<file path="src/rtl/cm0ik_sram_init_pkg.sv">
// Shared definitions for the SRAM power-up initialiser: controller state encoding
// and the port-ownership rule derived from it.
package cm0ik_sram_init_pkg;

  localparam int STATE_W = 2;

  typedef enum logic [STATE_W-1:0] {
    ST_IDLE   = 2'd0,
    ST_FILL   = 2'd1,
    ST_VERIFY = 2'd2,
    ST_DRAIN  = 2'd3
  } state_t;

  function automatic logic owns_port(state_t s);
    return (s == ST_FILL) || (s == ST_VERIFY);
  endfunction

endpackage

</file>
<file path="src/rtl/cm0ik_sram_init_ctrl_if.sv">
// Bridge-side and macro-side SRAM port bundle; master is the initialiser's view.
interface cm0ik_sram_init_ctrl_if #(
  parameter int AWIDTH = 12
);

  logic [AWIDTH-3:0] BRG_RAMAD;
  logic [31:0]       BRG_RAMWD;
  logic              BRG_RAMCS;
  logic [3:0]        BRG_RAMWE;
  logic [31:0]       BRG_RAMRD;

  logic [AWIDTH-3:0] RAMAD;
  logic [31:0]       RAMWD;
  logic              RAMCS;
  logic [3:0]        RAMWE;
  logic [31:0]       RAMRD;

  modport master (
    input  BRG_RAMAD, BRG_RAMWD, BRG_RAMCS, BRG_RAMWE, RAMRD,
    output BRG_RAMRD, RAMAD, RAMWD, RAMCS, RAMWE
  );

  modport slave (
    output BRG_RAMAD, BRG_RAMWD, BRG_RAMCS, BRG_RAMWE, RAMRD,
    input  BRG_RAMRD, RAMAD, RAMWD, RAMCS, RAMWE
  );

endinterface

</file>
<file path="src/rtl/cm0ik_sram_port_mux.sv">
// Zero-latency two-source SRAM port mux; select and strobes are gated off during reset.
module cm0ik_sram_port_mux #(
  parameter int AWIDTH = 12
) (
  input  logic                  HRESET,
  input  logic                  sel,
  input  logic [AWIDTH-3:0]     ctrl_ad,
  input  logic [31:0]           ctrl_wd,
  input  logic [3:0]            ctrl_we,
  cm0ik_sram_init_ctrl_if.master bus
);

  // Controller always selects the macro while it owns the port.
  assign bus.RAMCS     = ~HRESET & (sel | bus.BRG_RAMCS);
  assign bus.RAMWE     = HRESET ? '0 : (sel ? ctrl_we : bus.BRG_RAMWE);
  assign bus.RAMAD     = sel ? ctrl_ad : bus.BRG_RAMAD;
  assign bus.RAMWD     = sel ? ctrl_wd : bus.BRG_RAMWD;
  assign bus.BRG_RAMRD = bus.RAMRD;

endmodule

</file>
<file path="src/rtl/cm0ik_sram_init_ctrl.sv">
// Cortex-M0 kit SRAM initialiser: fills the array with PATTERN, optionally reads it
// back and checks it, then hands the port to the AHB bridge.
module cm0ik_sram_init_ctrl #(
  parameter int          AWIDTH    = 12,
  parameter logic [31:0] PATTERN   = 32'h0000_0000,
  parameter bit          VERIFY    = 1'b1,
  parameter bit          AUTO_INIT = 1'b1
) (
  input  logic                   HCLK,
  input  logic                   HRESET,
  input  logic                   START,
  cm0ik_sram_init_ctrl_if.master bus,
  output logic                   BUSY,
  output logic                   DONE,
  output logic                   FAIL,
  output logic [AWIDTH-3:0]      FAIL_ADDR,
  output logic                   ACC_ERR
);
  import cm0ik_sram_init_pkg::*;

  localparam int     WA        = AWIDTH - 2;
  localparam state_t RST_STATE = AUTO_INIT ? ST_FILL : ST_IDLE;

  state_t          state;
  logic [WA-1:0]   cnt;
  logic            cnt_last;
  logic            rd_vld;
  logic [WA-1:0]   rd_addr;
  logic [3:0]      ctrl_we;

  assign cnt_last = &cnt;
  assign BUSY     = owns_port(state);
  assign ctrl_we  = (state == ST_FILL) ? 4'hF : 4'h0;

  always_ff @(posedge HCLK or posedge HRESET) begin
    if (HRESET) begin
      state     <= RST_STATE;
      cnt       <= '0;
      rd_vld    <= 1'b0;
      rd_addr   <= '0;
      DONE      <= 1'b0;
      FAIL      <= 1'b0;
      FAIL_ADDR <= '0;
      ACC_ERR   <= 1'b0;
    end else begin
      rd_vld  <= (state == ST_VERIFY);
      rd_addr <= cnt;
      if (BUSY && bus.BRG_RAMCS)
        ACC_ERR <= 1'b1;
      if (rd_vld && (bus.RAMRD != PATTERN) && !FAIL) begin
        FAIL      <= 1'b1;
        FAIL_ADDR <= rd_addr;
      end
      unique case (state)
        ST_IDLE: if (START) begin
          state     <= ST_FILL;
          cnt       <= '0;
          DONE      <= 1'b0;
          FAIL      <= 1'b0;
          FAIL_ADDR <= '0;
          ACC_ERR   <= 1'b0;
        end
        // Fill-only also passes through DRAIN so DONE always trails BUSY by one cycle.
        ST_FILL: begin
          cnt <= cnt + 1'b1;
          if (cnt_last) begin
            cnt   <= '0;
            state <= VERIFY ? ST_VERIFY : ST_DRAIN;
          end
        end
        ST_VERIFY: begin
          cnt <= cnt + 1'b1;
          if (cnt_last)
            state <= ST_DRAIN;
        end
        ST_DRAIN: begin
          state <= ST_IDLE;
          DONE  <= 1'b1;
        end
        default: state <= ST_IDLE;
      endcase
    end
  end

  cm0ik_sram_port_mux #(.AWIDTH(AWIDTH)) u_port_mux (
    .HRESET  (HRESET),
    .sel     (BUSY),
    .ctrl_ad (cnt),
    .ctrl_wd (PATTERN),
    .ctrl_we (ctrl_we),
    .bus     (bus)
  );

endmodule

</file>
<file path="src/flat_wrapper.sv">
// flat-port wrapper written by rule: the top's interface ports become plain ports
module cm0ik_sram_init_ctrl_flat import cm0ik_sram_init_pkg::*;
#(
  parameter int          AWIDTH    = 12,
  parameter logic [31:0] PATTERN   = 32'h0000_0000,
  parameter bit          VERIFY    = 1'b1,
  parameter bit          AUTO_INIT = 1'b1
)
  (HCLK, HRESET, START, BUSY, DONE, FAIL, FAIL_ADDR, ACC_ERR, bus_BRG_RAMAD, bus_BRG_RAMWD, bus_BRG_RAMCS, bus_BRG_RAMWE, bus_RAMRD, bus_BRG_RAMRD, bus_RAMAD, bus_RAMWD, bus_RAMCS, bus_RAMWE);
  cm0ik_sram_init_ctrl_if #(.AWIDTH(AWIDTH)) bus_i ();
  input  logic HCLK;
  input  logic HRESET;
  input  logic START;
  output logic BUSY;
  output logic DONE;
  output logic FAIL;
  output logic [AWIDTH-3:0] FAIL_ADDR;
  output logic ACC_ERR;
  input wire logic [$bits(bus_i.BRG_RAMAD)-1:0] bus_BRG_RAMAD;
  input wire logic [$bits(bus_i.BRG_RAMWD)-1:0] bus_BRG_RAMWD;
  input wire logic [$bits(bus_i.BRG_RAMCS)-1:0] bus_BRG_RAMCS;
  input wire logic [$bits(bus_i.BRG_RAMWE)-1:0] bus_BRG_RAMWE;
  input wire logic [$bits(bus_i.RAMRD)-1:0] bus_RAMRD;
  output wire logic [$bits(bus_i.BRG_RAMRD)-1:0] bus_BRG_RAMRD;
  output wire logic [$bits(bus_i.RAMAD)-1:0] bus_RAMAD;
  output wire logic [$bits(bus_i.RAMWD)-1:0] bus_RAMWD;
  output wire logic [$bits(bus_i.RAMCS)-1:0] bus_RAMCS;
  output wire logic [$bits(bus_i.RAMWE)-1:0] bus_RAMWE;
  assign bus_i.BRG_RAMAD = bus_BRG_RAMAD;
  assign bus_i.BRG_RAMWD = bus_BRG_RAMWD;
  assign bus_i.BRG_RAMCS = bus_BRG_RAMCS;
  assign bus_i.BRG_RAMWE = bus_BRG_RAMWE;
  assign bus_i.RAMRD = bus_RAMRD;
  assign bus_BRG_RAMRD = bus_i.BRG_RAMRD;
  assign bus_RAMAD = bus_i.RAMAD;
  assign bus_RAMWD = bus_i.RAMWD;
  assign bus_RAMCS = bus_i.RAMCS;
  assign bus_RAMWE = bus_i.RAMWE;
  cm0ik_sram_init_ctrl #(.AWIDTH(AWIDTH), .PATTERN(PATTERN), .VERIFY(VERIFY), .AUTO_INIT(AUTO_INIT)) u_core (.HCLK(HCLK), .HRESET(HRESET), .START(START), .bus(bus_i), .BUSY(BUSY), .DONE(DONE), .FAIL(FAIL), .FAIL_ADDR(FAIL_ADDR), .ACC_ERR(ACC_ERR));
endmodule
</file>
<file path="config.mk">
export PLATFORM = sky130hd
export DESIGN_NAME = cm0ik_sram_init_ctrl_flat
export DESIGN_NICKNAME = d
export VERILOG_FILES = /design/src/rtl/cm0ik_sram_init_pkg.sv /design/src/rtl/cm0ik_sram_init_ctrl_if.sv /design/src/rtl/cm0ik_sram_port_mux.sv /design/src/rtl/cm0ik_sram_init_ctrl.sv /design/src/flat_wrapper.sv
export SDC_FILE = /design/constraint.sdc
export NUM_CORES = 1
export LEC_CHECK = 0
export BUFFER_PORTS_ARGS = -buffer_cell sky130_fd_sc_hd__buf_2
export CAP_MARGIN = 5
export CORE_ASPECT_RATIO = 1.75
export CORE_MARGIN = 5
export CORE_UTILIZATION = 37
export DETAILED_ROUTE_END_ITERATION = 10
export PLACE_DENSITY = 0.75
export SYNTH_ARGS = -nofsm -noshare
export SYNTH_HDL_FRONTEND = slang
export SYNTH_HIERARCHICAL = 1
export SYNTH_SLANG_ARGS = --single-unit
</file>
<file path="constraint.sdc">
create_clock -name HCLK -period 2.3 [get_ports HCLK]
set_input_delay 0.115 -clock HCLK [delete_from_list [all_inputs] [get_ports HCLK]]
set_output_delay 0.115 -clock HCLK [all_outputs]
set_load 0.01 [all_outputs]
</file>
# Word-level counts from Yosys, hierarchy flattened
# Index checks and enable logic that the tools add are counted.
# totals
regBits,36
inputBits,82
out_inout_bits,93
wordCells,54
# op_classes
n_addsub,1
n_eq_ne,6
muxes,23
bitwise,3
n_reduce_logical,13
# ops
operator,count
10-bit 2-to-1 mux,6
32-bit 2-to-1 mux,1
32-bit nonzero test,1
10-bit one-hot mux with 3 select lines,1
4-bit 2-to-1 mux,3
"10-bit by 1-bit adder with 10-bit output, second input constant",1
10-bit AND reduction,1
2-bit one-hot mux with 4 select lines,1
1-bit 2-to-1 mux,7
2-bit 2-to-1 mux,3
"2-bit == test, second input constant",2
"2-bit by 1-bit != test with 1-bit output, second input constant",2
2-bit AND reduction,2
1-bit logical AND,3
3-bit AND reduction,1
3-bit nonzero test,1
"2-bit by 1-bit == test with 1-bit output, second input constant",1
2-bit logical NOT,1
"2-bit != test, second input constant",1
1-bit one-hot mux with 2 select lines,1
2-bit nonzero test,1
1-bit AND,1
1-bit logical NOT,1
1-bit logical OR,1
2 further kinds,2

# Logic depth before layout (Yosys ltp)
# logic_depth
word_depth,6
ltp_mapped,7
mapped_depth_nobuf,6

# Modules after synthesis
# The synthesis kept the hierarchy.
# by_module_without_submodules
mod,n_inst,cells_each,area_each_um2,seq_area_each_um2
cm0ik_sram_init_ctrl,1,155,1657.8,902.1
cm0ik_sram_port_mux,1,89,919.6,0.0

# Worst setup path before layout
# Ideal clock, no wire load.
# synth_path
path_kind,register to register
from,reg u_core.state[0]
to,reg u_core.cnt[3]
setup_time_ps,130
t_arrival_ps,1786
required_time_ps,2170
path_slack_ps,384
stages_incl_launch_ff,8
n_path_buf,1
synth_period_minus_slack_ps,1916
path_cell_list,dfstp_2 -> inv_1 -> ha_1 -> mux2i_1 -> buf_2 -> nor3b_1 -> xnor2_1 -> nor2_1
# synth_between
elab_chain_len,3
elab_cells_between_ends,7
classes_between,eq/ne (3); mux (1); reduce/logical (3)
# synth_rtl
item,line,source
from (decl),cm0ik_sram_init_ctrl.sv:24,state_t state;
from (signal assigned),cm0ik_sram_init_ctrl.sv:68,state <= VERIFY ? ST_VERIFY : ST_DRAIN;
2-bit == test (tied with other cells),cm0ik_sram_init_ctrl.sv:54,unique case (state)
3-bit nonzero test (no line) or 2-bit != test (tied branches),-,
2-bit AND reduction (no line),-,
to (signal assigned),cm0ik_sram_init_ctrl.sv:65,cnt <= cnt + 1'b1;
to (signal assigned),cm0ik_sram_init_ctrl.sv:72,cnt <= cnt + 1'b1;
to (decl),cm0ik_sram_init_ctrl.sv:25,logic [WA-1:0] cnt;
# Several ways; a longest one is shown, not always the timed one.
# A chain may end at the register's enable or synchronous reset.

# Final worst setup path
# layout_path
from,reg u_core.state[0]
to,out bus_RAMWD[31]
# layout_between
elab_chain_len,3
elab_cells_between_ends,4
classes_between,eq/ne (2); mux (1); reduce/logical (1)
# layout_rtl
item,line,source
2-bit by 1-bit == test with 1-bit output or 2-bit == test (tied branches),cm0ik_sram_init_pkg.sv:15,return (s == ST_FILL) || (s == ST_VERIFY);
1-bit logical OR *,cm0ik_sram_init_pkg.sv:15,
32-bit 2-to-1 mux *,cm0ik_sram_port_mux.sv:17,assign bus.RAMWD = sel ? ctrl_wd : bus.BRG_RAMWD;
to (decl),flat_wrapper.sv:26,output wire logic [$bits(bus_i.RAMWD)-1:0] bus_RAMWD;
# Every way passes the cells marked *; elsewhere a longest branch is shown, timed or not.

==> results.yml <==
logic_synthesis:
  syn_avg_cell_area_sq_um: 10.56
  synthArstFlopShare_pct: 100.0
  ys_seq_elements: 36
  syn_inst: 244
  yosysTopAreaCellShare_pct: 33.98
  synth_edf_count: 0
  ys_warn_count: 6
  synth_most_common_cell: "dfrtp_1"
  ys_types: 37
  synthTopCellsByArea: "dfrtp_1, mux2_4, buf_4, mux2_2, mux2i_1"
  seq_area_frac_synth_pct: 35.00
  netlist_area_sq_mm: 0.002577
  synth_top_area_cell: "dfrtp_1"
  synthFlopType: "dfrtp_1"
  ys_top_cells_by_count: "dfrtp_1, buf_4, nand2_1"
clock_tree:
  cts-root-buf: "clkbuf_16"
  htreeDepth: 2
  cts_buffer_depth: 2
  cts.clk_slew.worst_paths_ns: 0.05
  clkSinkCount: 36
  cts_buffers: 5
  clkLatencyLatePin_ns: 0.28
  postCtsResizedCells: 0
  cts_tree: "yes"
sta:
  setup_ws_ns: 0.1188
  fin_tns_setup_ns: 0
  skew_ns: 0.004599
  grt_setup_unrepaired: "no"
  finalHoldViolations: 0
  fin_crit_sh_pct: 94.84
  slew_viol_final: 0
  slew_headroom_pct: 66.47
  setup_violations: 0
  finalCriticalPeriod_ns: 2.181
  fmaxAchievable_mhz: 458.5
  tightest_slew_ns: 0.5030
global_routing:
  grt-ovfl-total: 0
  antenna_found_initial: 0
  track_usage_pct: 15.23
  grt_max_degree: 42
  grt_pass1_vias: 2409
  grt_pass1_wl_um: 10560
die:
  die_x_um: 73.09
  start_util_pct: 37.59
  die_y_um: 120.4
  core-area_sq_mm: 0.006857
  rows: 40
  die_area_sq_mm: 0.008801
  ioPinCount: 175
drt:
  wl_per_cell_um: 13.73
  dr.pass1.iters: 4
  routed_wl_um: 6946
  drc_errors: 0
  vias: 2401
  drtAntennaViolNets: 0
  drtIter0Drc: 95
  avgViaCountPerCell: 4.745
cells_and_area:
  final_util_pct: 52.12
  drive_gt1_share_pct: 55.69
  nets: 508
  diodes: 0
  areaGrowthSynthToFinish_pct: 38.64
  final_cells: 506
place:
  gpl.final_weighted_congestion: 0.8966
  hpwl_um: 5700
  place_inst: 497
  port_buffers: 174
  dpl_worst_slack_ns: 0.3419
power_and_ir_drop:
  sw_frac_of_total_pct: 39.84
  irDropWorstVdd_mv: 1.308
  p_comb_share_pct: 66.6
  p_total_mw: 4.471
  clkPwrFrac_pct: 15.0
  internal_power_mw: 2.690
  power.density_mw_per_mm2: 1251
  power_switching_mw: 1.781
  seq_power_share_pct: 18.4
  power_leakage_nw: 1.966
worst_setup_path:
  critPathRequiredTime_ns: 2.18
  setup.worst_path.class: "reg -> out"
  path_max_fanout: 41
  worst_setup_path_start_kind: "flip-flop"
  crit_path_end_kind: "output pin"
  cp.arrival_ns: 2.07
job:
  drv_cap: 0
run_status:
  status: "finished clean"
worst_hold_path:
  hold_path_class: "in -> reg"
worst paths after layout:
path | from | endpoint | slack [ns] | cells after the start
max | u_core/state[0] | bus_RAMWD[31] | 0.12 | 5
max in group asynchronous | HRESET | u_core/state[0] | 1.41 | 4
min reg2reg | u_core/cnt[7] | u_core/rd_addr[7] | 0.47 | 0
max reg2reg | u_core/state[0] | u_core/cnt[7] | 0.34 | 6
min in group asynchronous | HRESET | u_core/ACC_ERR | 0.54 | 4
min | START | u_core/ACC_ERR | 0.08 | 2
metrics by stage:
| step | hold WS (ns) | instance area [sq um] |
|---|---|---|
| final | 0.08012 | 3573 |
| after detailed placement | 0.2962 | 3415 |
| after global placement | 0.2855 | 3415 |
| after floorplan | 0.2012 | 2694 |
| after global routing | 0.08580 | 3573 |
| after CTS | 0.07924 | 3573 |
cell type report:
class / count / area (sq um)
Timing Repair Buffer: 180 / 930.9
Clock inverter: 2 / 10.01
Tap cell: 84 / 105.1
Clock buffer: 6 / 138.9
Fill cell: 647 / 3283
Inverter: 6 / 22.52
Sequential cell: 36 / 902.1
Multi-Input combinational cell: 192 / 1464
logic make-up after synthesis:
group / after synthesis / synth area share [%]
compound gates: 19 / 6.020
xor+xnor: 5 / 1.699
fa+ha+maj: 5 / 2.427
buf+inv: 47 / 12.82
flops: 36 / 35.00
mux: 59 / 28.64
other cells: 1 / 0.1455
simple gates: 72 / 13.25
power by group through the flow:
stage | clock, mW | sequential, mW | combinational [mW]
3_5_place_dp | 0 | 0.835 | 3.02
6_report | 0.669 | 0.825 | 2.98
5_1_grt | 0.695 | 0.841 | 3.21
4_1_cts | 0.685 | 0.826 | 3.02
2_1_floorplan | 0 | 0.832 | 2.23
3_3_place_gp | 0 | 0.832 | 2.94
layout by cell type, fill, tap and decap left out, types with 2 or more instances in the layout:
cell type / n
mux2i_1: 16
ha_1: 4
nor2b_1: 2
o32a_1: 2
o21ai_0: 5
a21oi_1: 4
nand4_1: 3
buf_2: 174
mux2_2: 17
nor4_1: 10
clkinv_2: 2
conb_1: 32
o221ai_1: 2
nor2_1: 14
mux2_4: 25
nand3_1: 3
nor3_1: 2
xnor2_1: 5
clkbuf_16: 5
dfrtp_1: 35
buf_4: 4
inv_1: 6
nand2_1: 32
worst max-delay path: stages (launching register included):
cell,delay (ns)
dfstp_2,0.56
inv_1,0.07
ha_2,0.36
buf_12,0.26
mux2_2,0.37
buf_2,0.14
flip-flops by register name, summed over array words and instances, names as in the netlist:
signal / flops
u_core/state: 2
u_core/DONE: 1
u_core/FAIL_ADDR: 10
u_core/cnt: 10
u_core/FAIL: 1
u_core/rd_vld: 1
u_core/rd_addr: 10
u_core/ACC_ERR: 1
metal layers:
metal	track usage, %	vias up	part of all wire, %
met5	0	-	0
li1	-	1152	-
met2	29.54	129	55
met1	14.02	1102	31
met3	3.744	18	11
met4	7.044	0	2.8
repair_timing:
| item | in CTS | in global routing |
|---|---|---|
| hold buffers | 1 | 0 |
| setup endpoints to repair | 0 | 0 |
| setup buffers | 0 | 0 |
| endpoints found under the hold margin | 2 | 0 |
Note: power is estimated with default switching activity, not from simulation.
